`src/rtl/rm13_pkg.sv`:
```
// Shared constants, message type and encoder for the (8,4) RM(1,3) code.
// The encoder is used by verification models; the decoder itself only needs the constants.
package rm13_pkg;

    localparam int N     = 8;
    localparam int K     = 4;
    localparam int LOG2N = 3;

    // Decoded message: bit 0 is m0, bits 3:1 are k = {m3,m2,m1}
    typedef struct packed {
        logic [LOG2N-1:0] k;
        logic             m0;
    } rm13_msg_t;

    // c_i = m0 ^ (m1 & i[0]) ^ (m2 & i[1]) ^ (m3 & i[2])
    function automatic logic [N-1:0] rm13_encode(input logic [K-1:0] msg);
        logic [N-1:0]     cw;
        logic [LOG2N-1:0] idx;
        cw = {N{1'b0}};
        for (int i = 0; i < N; i++) begin
            idx   = LOG2N'(i);
            cw[i] = msg[0] ^ (msg[1] & idx[0]) ^ (msg[2] & idx[1]) ^ (msg[3] & idx[2]);
        end
        return cw;
    endfunction

endpackage

```
`src/rtl/rm13_fht_decoder_pipe_fht_stage.sv`:
```
// One registered layer of the fast Hadamard transform.
// Pairs (j, j+SPAN) with bit SPAN of j clear produce (a+b, a-b); each output grows by one bit.
module fht_stage
    import rm13_pkg::*;
#(
    parameter int DW   = 7,
    parameter int SPAN = 1
) (
    input  logic                clk,
    input  logic                rst_n,
    input  logic                en,
    input  logic                in_valid,
    input  logic [N*(DW-1)-1:0] in_data,
    output logic                out_valid,
    output logic [N*DW-1:0]     out_data
);

    localparam int IW = DW - 1;

    logic [N*DW-1:0] bfly_s;

    for (genvar j = 0; j < N; j++) begin : g_bfly
        if ((j & SPAN) == 32'sd0) begin : g_pair
            logic [IW-1:0] a_s;
            logic [IW-1:0] b_s;
            logic [DW-1:0] ax_s;
            logic [DW-1:0] bx_s;
            assign a_s  = in_data[j*IW +: IW];
            assign b_s  = in_data[(j+SPAN)*IW +: IW];
            assign ax_s = {a_s[IW-1], a_s};
            assign bx_s = {b_s[IW-1], b_s};
            assign bfly_s[j*DW +: DW]        = ax_s + bx_s;
            assign bfly_s[(j+SPAN)*DW +: DW] = ax_s - bx_s;
        end
    end

    // Stage register: advances data and valid together unless the pipe is frozen
    always_ff @(posedge clk or negedge rst_n) begin
        if (!rst_n) begin
            out_valid <= 1'b0;
            out_data  <= {(N*DW){1'b0}};
        end else if (en) begin
            out_valid <= in_valid;
            out_data  <= bfly_s;
        end
    end

endmodule

```
`src/rtl/rm13_fht_decoder_pipe.sv`:
```
// Streaming soft-decision ML decoder for the (8,4) RM(1,3) code.
// Three FHT layers compute all eight correlations H(k) at full precision, then the
// largest |H(k)| (lowest k on ties) selects k and the sign of H(k*) gives m0.
// A single stall signal freezes the whole pipe, bubbles included.
module rm13_fht_decoder_pipe
    import rm13_pkg::*;
#(
    parameter int  W  = 6,
    localparam int MW = W + 3
) (
    input  logic           clk,
    input  logic           rst_n,
    input  logic           in_valid,
    output logic           in_ready,
    input  logic [N*W-1:0] r,
    input  logic [N-1:0]   erase,
    output logic           out_valid,
    input  logic           out_ready,
    output logic [K-1:0]   m,
    output logic [MW-1:0]  metric
);

    logic                 stall_s;
    logic [N*W-1:0]       masked_s;
    logic                 s1_valid_s;
    logic                 s2_valid_s;
    logic                 s3_valid_s;
    logic [N*(W+1)-1:0]   s1_data_s;
    logic [N*(W+2)-1:0]   s2_data_s;
    logic [N*MW-1:0]      s3_data_s;
    logic [MW-1:0]        mag_s [N];
    logic [N-1:0]         neg_s;
    logic [LOG2N-1:0]     l1_idx_s [4];
    logic [MW-1:0]        l1_mag_s [4];
    logic [LOG2N-1:0]     l2_idx_s [2];
    logic [MW-1:0]        l2_mag_s [2];
    logic [LOG2N-1:0]     best_idx_s;
    logic [MW-1:0]        best_mag_s;
    rm13_msg_t            best_msg_s;

    // A held result blocks everything behind it; in_ready looks only at the output side
    assign stall_s  = out_valid && !out_ready;
    assign in_ready = !stall_s;

    // Erased samples contribute nothing to any correlation
    for (genvar i = 0; i < N; i++) begin : g_mask
        assign masked_s[i*W +: W] = erase[i] ? {W{1'b0}} : r[i*W +: W];
    end

    fht_stage #(.DW(W + 1), .SPAN(1)) u_s1 (
        .clk(clk), .rst_n(rst_n), .en(!stall_s),
        .in_valid(in_valid), .in_data(masked_s),
        .out_valid(s1_valid_s), .out_data(s1_data_s)
    );

    fht_stage #(.DW(W + 2), .SPAN(2)) u_s2 (
        .clk(clk), .rst_n(rst_n), .en(!stall_s),
        .in_valid(s1_valid_s), .in_data(s1_data_s),
        .out_valid(s2_valid_s), .out_data(s2_data_s)
    );

    fht_stage #(.DW(MW), .SPAN(4)) u_s3 (
        .clk(clk), .rst_n(rst_n), .en(!stall_s),
        .in_valid(s2_valid_s), .in_data(s2_data_s),
        .out_valid(s3_valid_s), .out_data(s3_data_s)
    );

    // Split each correlation into sign and magnitude; |-2^(W+2)| still fits unsigned MW
    always_comb begin
        neg_s = {N{1'b0}};
        for (int i = 0; i < N; i++) begin
            neg_s[i] = s3_data_s[i*MW + MW - 1];
            if (neg_s[i]) begin
                mag_s[i] = {MW{1'b0}} - s3_data_s[i*MW +: MW];
            end else begin
                mag_s[i] = s3_data_s[i*MW +: MW];
            end
        end
    end

    // Three-level argmax tree; the right branch wins only when strictly larger
    always_comb begin
        l1_idx_s = '{default: {LOG2N{1'b0}}};
        l1_mag_s = '{default: {MW{1'b0}}};
        l2_idx_s = '{default: {LOG2N{1'b0}}};
        l2_mag_s = '{default: {MW{1'b0}}};
        for (int p = 0; p < 4; p++) begin
            if (mag_s[2*p+1] > mag_s[2*p]) begin
                l1_idx_s[p] = LOG2N'(2*p + 1);
                l1_mag_s[p] = mag_s[2*p+1];
            end else begin
                l1_idx_s[p] = LOG2N'(2*p);
                l1_mag_s[p] = mag_s[2*p];
            end
        end
        for (int p = 0; p < 2; p++) begin
            if (l1_mag_s[2*p+1] > l1_mag_s[2*p]) begin
                l2_idx_s[p] = l1_idx_s[2*p+1];
                l2_mag_s[p] = l1_mag_s[2*p+1];
            end else begin
                l2_idx_s[p] = l1_idx_s[2*p];
                l2_mag_s[p] = l1_mag_s[2*p];
            end
        end
        if (l2_mag_s[1] > l2_mag_s[0]) begin
            best_idx_s = l2_idx_s[1];
            best_mag_s = l2_mag_s[1];
        end else begin
            best_idx_s = l2_idx_s[0];
            best_mag_s = l2_mag_s[0];
        end
        best_msg_s.k  = best_idx_s;
        best_msg_s.m0 = neg_s[best_idx_s];
    end

    // Output register; holds while the sink is not ready
    always_ff @(posedge clk or negedge rst_n) begin
        if (!rst_n) begin
            out_valid <= 1'b0;
            m         <= {K{1'b0}};
            metric    <= {MW{1'b0}};
        end else if (!stall_s) begin
            out_valid <= s3_valid_s;
            if (s3_valid_s) begin
                m      <= best_msg_s;
                metric <= best_mag_s;
            end
        end
    end

endmodule

```
`config.mk`:
```
export PLATFORM = sky130hd
export DESIGN_NAME = rm13_fht_decoder_pipe
export DESIGN_NICKNAME = d
export VERILOG_FILES = /design/src/rtl/rm13_pkg.sv /design/src/rtl/rm13_fht_decoder_pipe_fht_stage.sv /design/src/rtl/rm13_fht_decoder_pipe.sv
export SDC_FILE = /design/constraint.sdc
export NUM_CORES = 1
export LEC_CHECK = 0
export ABC_AREA = 1
export CORE_UTILIZATION = 35
export DETAILED_ROUTE_END_ITERATION = 12
export PLACE_DENSITY = 0.54
export SLEW_MARGIN = 20
export SYNTH_ARGS = -nofsm -noshare
export SYNTH_HDL_FRONTEND = slang
export SYNTH_SLANG_ARGS = --single-unit
export TNS_END_PERCENT = 30
```
`constraint.sdc`:
```
create_clock -name clk -period 9.55 [get_ports clk]
set_input_delay 0.955 -clock clk [delete_from_list [all_inputs] [get_ports clk]]
set_output_delay 0.955 -clock clk [all_outputs]
set_load 0.05 [all_outputs]
```
; ---- Yosys cells after proc, flatten, opt, wreduce, memory -nomap -nowiden
; Cells that the tools add are included.
[totals]
regBits = 209
in_bits = 60
out_inout_bits = 15
[op_classes]
n_addsub = 32
magnitude_cmp = 8
mux = 32
bitwise = 1
n_reduce_logical = 4
[ops]
columns = cell, count
row1 = 9-bit two-way mux, 15
row2 = "1-bit by 9-bit subtractor with 9-bit output, first input constant", 8
row3 = 9-bit greater-than comparator, 7
row4 = 6-bit two-way mux, 8
row5 = 8-bit by 8-bit adder with 9-bit output, 4
row6 = 8-bit by 8-bit subtractor with 9-bit output, 4
row7 = 7-bit by 7-bit adder with 8-bit output, 4
row8 = 7-bit by 7-bit subtractor with 8-bit output, 4
row9 = 6-bit by 6-bit adder with 7-bit output, 4
row10 = 6-bit by 6-bit subtractor with 7-bit output, 4
row11 = 3-bit two-way mux, 3
row12 = 1-bit two-way mux, 5
row13 = "3-bit by 4-bit < comparator with 1-bit output, second input constant", 1
row14 = 1-bit binary-select mux with 3-bit select, 1
row15 = 1-bit zero test, 2
row16 = 2-bit AND reduction, 1
row17 = 1-bit logical AND, 1
row18 = 1-bit inverter, 1

; ---- Logic depth before layout (Yosys ltp)
[depth]
word_depth = 10
mapped_depth = 47
mapped_depth_nobuf = 45

; ---- Hierarchy
; Synthesis repeated with hierarchy kept, for this count alone.
[hier_totals]
cells_unflattened = 2853
hier_area_um2 = 19120.8
[by_module_without_submodules]
columns = mod, instances, cells_each, area_each_um2, seq_area_each_um2
row1 = fht_stage (u_s3), 1, 827, 5649.2, 1726.7
row2 = fht_stage (u_s2), 1, 679, 4779.6, 1526.5
row3 = rm13_fht_decoder_pipe, 1, 803, 4729.5, 350.3
row4 = fht_stage (u_s1), 1, 544, 3962.6, 1326.3

; ---- Least setup slack after synthesis
; OpenSTA, ideal clock, no wires.
[synth_timing]
path_type = reg2reg
startpoint = register u_s3.out_data[18]
endpoint = register m[0]
setup_time_ps = 125
t_arrival_ps = 4859
required_time_ps = 9425
setup_slack_ps = 4566
path_stages_with_launch = 40
period_less_slack_ps = 4984
path_cell_list = dfrtp_1 > inv_4 > ha_1 > inv_1 > nor2_1 > nand3_1 > nand2_1 > xor2_1 > inv_1 > ha_1 > nand2_1 > nor2_1 > nand2_1 > a21oi_2 > inv_2 > buf_4 > nand2_1 > o21ai_1 > [... 4 more ...] > nand2_1 > nand2_2 > a21oi_4 > buf_4 > nand3_1 > and2_1 > ha_1 > nand2_1 > nor2_1 > nand2_1 > o21ai_1 > nand3_1 > nand2_2 > nand2_1 > nand3_1 > nand2_1 > nand2_1 > nand3_1
[synth_via]
elab_chain_cells = 10
elab_cells_between_ends = 12
classes_between = add/sub (1) / order compare (3) / mux (8)
[synth_lines]
columns = item, line
row1 = "start, declared", rm13_fht_decoder_pipe_fht_stage.sv:15  ; output logic [N*DW-1:0] out_data
row2 = "start signal, assigned", rm13_fht_decoder_pipe_fht_stage.sv:41  ; out_data <= {(N*DW){1'b0}};
row3 = "start signal, assigned", rm13_fht_decoder_pipe_fht_stage.sv:44  ; out_data <= bfly_s;
row4 = 1-bit by 9-bit subtractor with 9-bit output, rm13_fht_decoder_pipe.sv:74  ; mag_s[i] = {MW{1'b0}} - s3_data_s[i*MW +: MW];
row5 = 9-bit two-way mux *, rm13_fht_decoder_pipe.sv:73  ; if (neg_s[i]) begin
row6 = 9-bit greater-than comparator, rm13_fht_decoder_pipe.sv:88  ; if (mag_s[2*p+1] > mag_s[2*p]) begin
row7 = 9-bit two-way mux, rm13_fht_decoder_pipe.sv:88
row8 = 9-bit greater-than comparator, rm13_fht_decoder_pipe.sv:97  ; if (l1_mag_s[2*p+1] > l1_mag_s[2*p]) begin
row9 = 9-bit two-way mux, rm13_fht_decoder_pipe.sv:97
row10 = 9-bit greater-than comparator, rm13_fht_decoder_pipe.sv:105  ; if (l2_mag_s[1] > l2_mag_s[0]) begin
row11 = 3-bit two-way mux *, rm13_fht_decoder_pipe.sv:105
row12 = 1-bit binary-select mux with 3-bit select *, rm13_fht_decoder_pipe.sv:113  ; best_msg_s.m0 = neg_s[best_idx_s];
row13 = 1-bit two-way mux (not written as such) *, rm13_fht_decoder_pipe.sv:113
row14 = "end signal, assigned", rm13_fht_decoder_pipe.sv:120  ; m <= {K{1'b0}};
row15 = "end signal, assigned", rm13_fht_decoder_pipe.sv:125  ; m <= best_msg_s;
row16 = "end, declared", rm13_fht_decoder_pipe.sv:19  ; output logic [K-1:0] m,
; Every way passes the cells marked *; elsewhere a longest branch is shown, timed or not. The select of a mux whose other input is x is not followed.
; A chain may end at the register's enable or synchronous reset.

; ---- Final worst setup path
; Ends and elaborated chain as after synthesis.

==> flow_summary.json <==
{
  "dr.pass1.iters": 9,
  "antenna_found_initial": 1,
  "drc": 12,
  "grt_use_total": 0.192,
  "path_clk_slew_ns": 0.07,
  "placement_rows": 79,
  "hpwlAfterDp_mm": 35.8,
  "clk_latency_ns": 0.47,
  "drt-met1-wl_mm": 21.1,
  "start_util": 0.355,
  "syn_nets": 2558,
  "fin_skew_ns": 0.0127,
  "fp.coreArea_um2": 46700,
  "drive_gt1_frac": 0.0430,
  "path_buf_inv": 4,
  "arrival_ns": 6.60,
  "cts_buffers": 17,
  "maxSlewViolCount": 0,
  "finalHoldViolCount": 0,
  "cts_setup_buffers": 0,
  "multi_input_area_um2": 10200,
  "synth_edf_count": 0,
  "path_common_cell": "nand2_1",
  "wire_per_inst_um": 15.1,
  "min_path_type": "input port to asynchronous set/reset pin",
  "clockRootBuffer": "clkbuf_16",
  "htree_levels": 4,
  "worst_path_max_delay_cell": "dfrtp_1",
  "final_cell_mix": "nand2_1 (481), inv_1 (343), ha_1 (222), nor2_1 (212), o21ai_0 (193)",
  "critPathLaunchType": "flip-flop",
  "ant_nets": 0,
  "gp_congestion": 0.901,
  "cts_sinks": 192,
  "cp_top_family": "simple AND/OR/NAND/NOR gates",
  "synth_seq_area_share": 0.290,
  "grt_pass1_vias": 13743,
  "cap_violations": 0,
  "cts_buffer_depth": 2,
  "worstPathRequired_ns": 9.90,
  "synth.avg_cell_area_um2": 7.35,
  "slew_headroom": 0.350,
  "grt_max_degree": 136,
  "syn_area_um2": 16600,
  "syn_to_final_growth_pct": 11.7,
  "rsz0062_at_grt": "no",
  "antenna_cells": 0,
  "setup_tns_ns": 0,
  "die_h_um": 220,
  "synth-seq-cells": 192,
  "crit_type": "flip-flop to flip-flop",
  "cts-hold-fix-buffers": 0,
  "fin_nets": 2598,
  "clock.fmax_mhz": 160,
  "synth_cells": 2252,
  "dr_total_vias": 13979,
  "async_flop_share": 1.00,
  "endpoint_kind": "flip-flop",
  "dr_wl_met2_mm": 20.2,
  "die-area_um2": 48200,
  "first_iter_violations": 682,
  "num-fill-cells": 4969,
  "setup_viol": 0,
  "wl_met3_mm": 1.42,
  "cp_max_fo": 17,
  "grt_pass1_wl_mm": 72.4,
  "ys_warn_count": 0,
  "layout_min_cycle_time_ns": 6.25,
  "pin_count": 75,
  "violations": "DRC",
  "worst_slew_pin_slew_ns": 0.975,
  "final_common_cell": "nand2_1",
  "fp.dieW_um": 220,
  "ctsResizeCount": 0,
  "portBuffers": 74,
  "synth_cell_types": 50,
  "ys.flop_type": "dfrtp_1",
  "crit_path_max_incr_delay_ns": 0.48,
  "fin_crit_sh": 0.654,
  "finalWirelength_mm": 44.0,
  "utilization": 0.397,
  "seqCellArea_um2": 4800,
  "tritoncts": "built",
  "outcome": "finished, violations left",
  "topRoutingLayerUsed": "met5",
  "grt.overflow.total": 0,
  "vias_per_cell": 4.80
}
-- final timing paths --
| kind | cells after the start | from | slack (ns) | end |
|---|---|---|---|---|
| max | 35 | u_s3.out_data[18]$_DFFE_PN0N_ | 3.30 | m[0]$_DFFE_PN0P_ |
| min | 1 | rst_n | 0.41 | u_s1.out_data[33]$_DFFE_PN0N_ |
| max reg2reg | 35 | u_s3.out_data[18]$_DFFE_PN0N_ | 3.30 | m[0]$_DFFE_PN0P_ |
| min reg2reg | 2 | u_s1.out_valid$_DFFE_PN0N_ | 0.48 | u_s2.out_valid$_DFFE_PN0N_ |
| max in group asynchronous | 2 | rst_n | 7.77 | u_s3.out_data[64]$_DFFE_PN0N_ |
| min in group clk | 2 | u_s1.out_valid$_DFFE_PN0N_ | 0.48 | u_s2.out_valid$_DFFE_PN0N_ |
-- Yosys cell counts (8+ instances only) --
cell type | instances | area share
a21oi_1 | 110 | 0.033
a221oi_1 | 8 | 0.0042
a22oi_1 | 8 | 0.0036
buf_2 | 9 | 0.0027
clkbuf_1 | 43 | 0.0097
dfrtp_1 | 192 | 0.29
fa_1 | 24 | 0.029
ha_1 | 222 | 0.17
inv_1 | 343 | 0.078
inv_2 | 14 | 0.0032
nand2_1 | 481 | 0.11
nand3_1 | 83 | 0.025
nand4_1 | 10 | 0.0038
nor2_1 | 212 | 0.048
nor3_1 | 16 | 0.0048
o21ai_0 | 193 | 0.058
o21ai_1 | 39 | 0.012
o21ai_2 | 12 | 0.0063
o21bai_1 | 19 | 0.0086
o22ai_1 | 28 | 0.011
o31ai_1 | 22 | 0.010
or2_2 | 11 | 0.0042
xnor2_1 | 9 | 0.0048
xor2_1 | 76 | 0.040
-- metal layers --
layer | track usage | up-vias
met5 | 0 | -
met4 | 0.0678 | 2
met2 | 0.317 | 233
li1 | - | 7361
met1 | 0.257 | 6319
met3 | 0.0268 | 64
-- through the flow --
stage / hold WS [ns] / setup WS [ns] / std cells / instance area (um2)
after detailed placement: 0.466 / 3.38 / 2880 / 17900
after global routing: 0.438 / 2.75 / 2912 / 18500
after CTS: 0.419 / 3.36 / 2912 / 18500
after floorplan: 0.442 / 4.57 / 2252 / 16600
final: 0.414 / 3.30 / 2912 / 18500
after global placement: 0.458 / 3.52 / 2880 / 17900
-- final cells by class --
| cell class | count | area share |
|---|---|---|
| inverter | 358 | 0.0729 |
| tap | 607 | 0.0410 |
| clock inverter | 13 | 0.0101 |
| clock buffer | 19 | 0.0239 |
| multi-input combinational | 1644 | 0.550 |
| sequential | 192 | 0.260 |
| timing repair buffer | 79 | 0.0429 |
-- cell families (layout without fill, tap and decap cells) --
family	after synthesis	in the layout	share of synthesized area
adder cells (fa/ha/maj)	246	246	0.197
XOR/XNOR	85	85	0.0450
buffers and inverters	416	469	0.0961
flip-flops	192	192	0.290
AND/OR/NAND/NOR	841	841	0.208
AO/OA/AOI/OAI	472	472	0.164
-- registers in the layout (all words and copies together), names as in the netlist, 4 cells and up --
register	cells
m	4
metric	9
u_s1.out_data	52
u_s2.out_data	58
u_s3.out_data	65
-- worst register-to-register path, delay by kind of cell, from the launching register on --
family	cells	cell delay, ns
adders and majority gates	4	1.14
DFF	1	0.48
AOI/OAI and AO/OA	4	1.43
and+or+nand+nor	22	2.40
xor gates and xnor gates	1	0.16
buffers and inverters	4	0.52
Power is left out: the tool's default activity adds up to more than one toggle a clock period on the data nets, which glitch-free logic cannot reach.
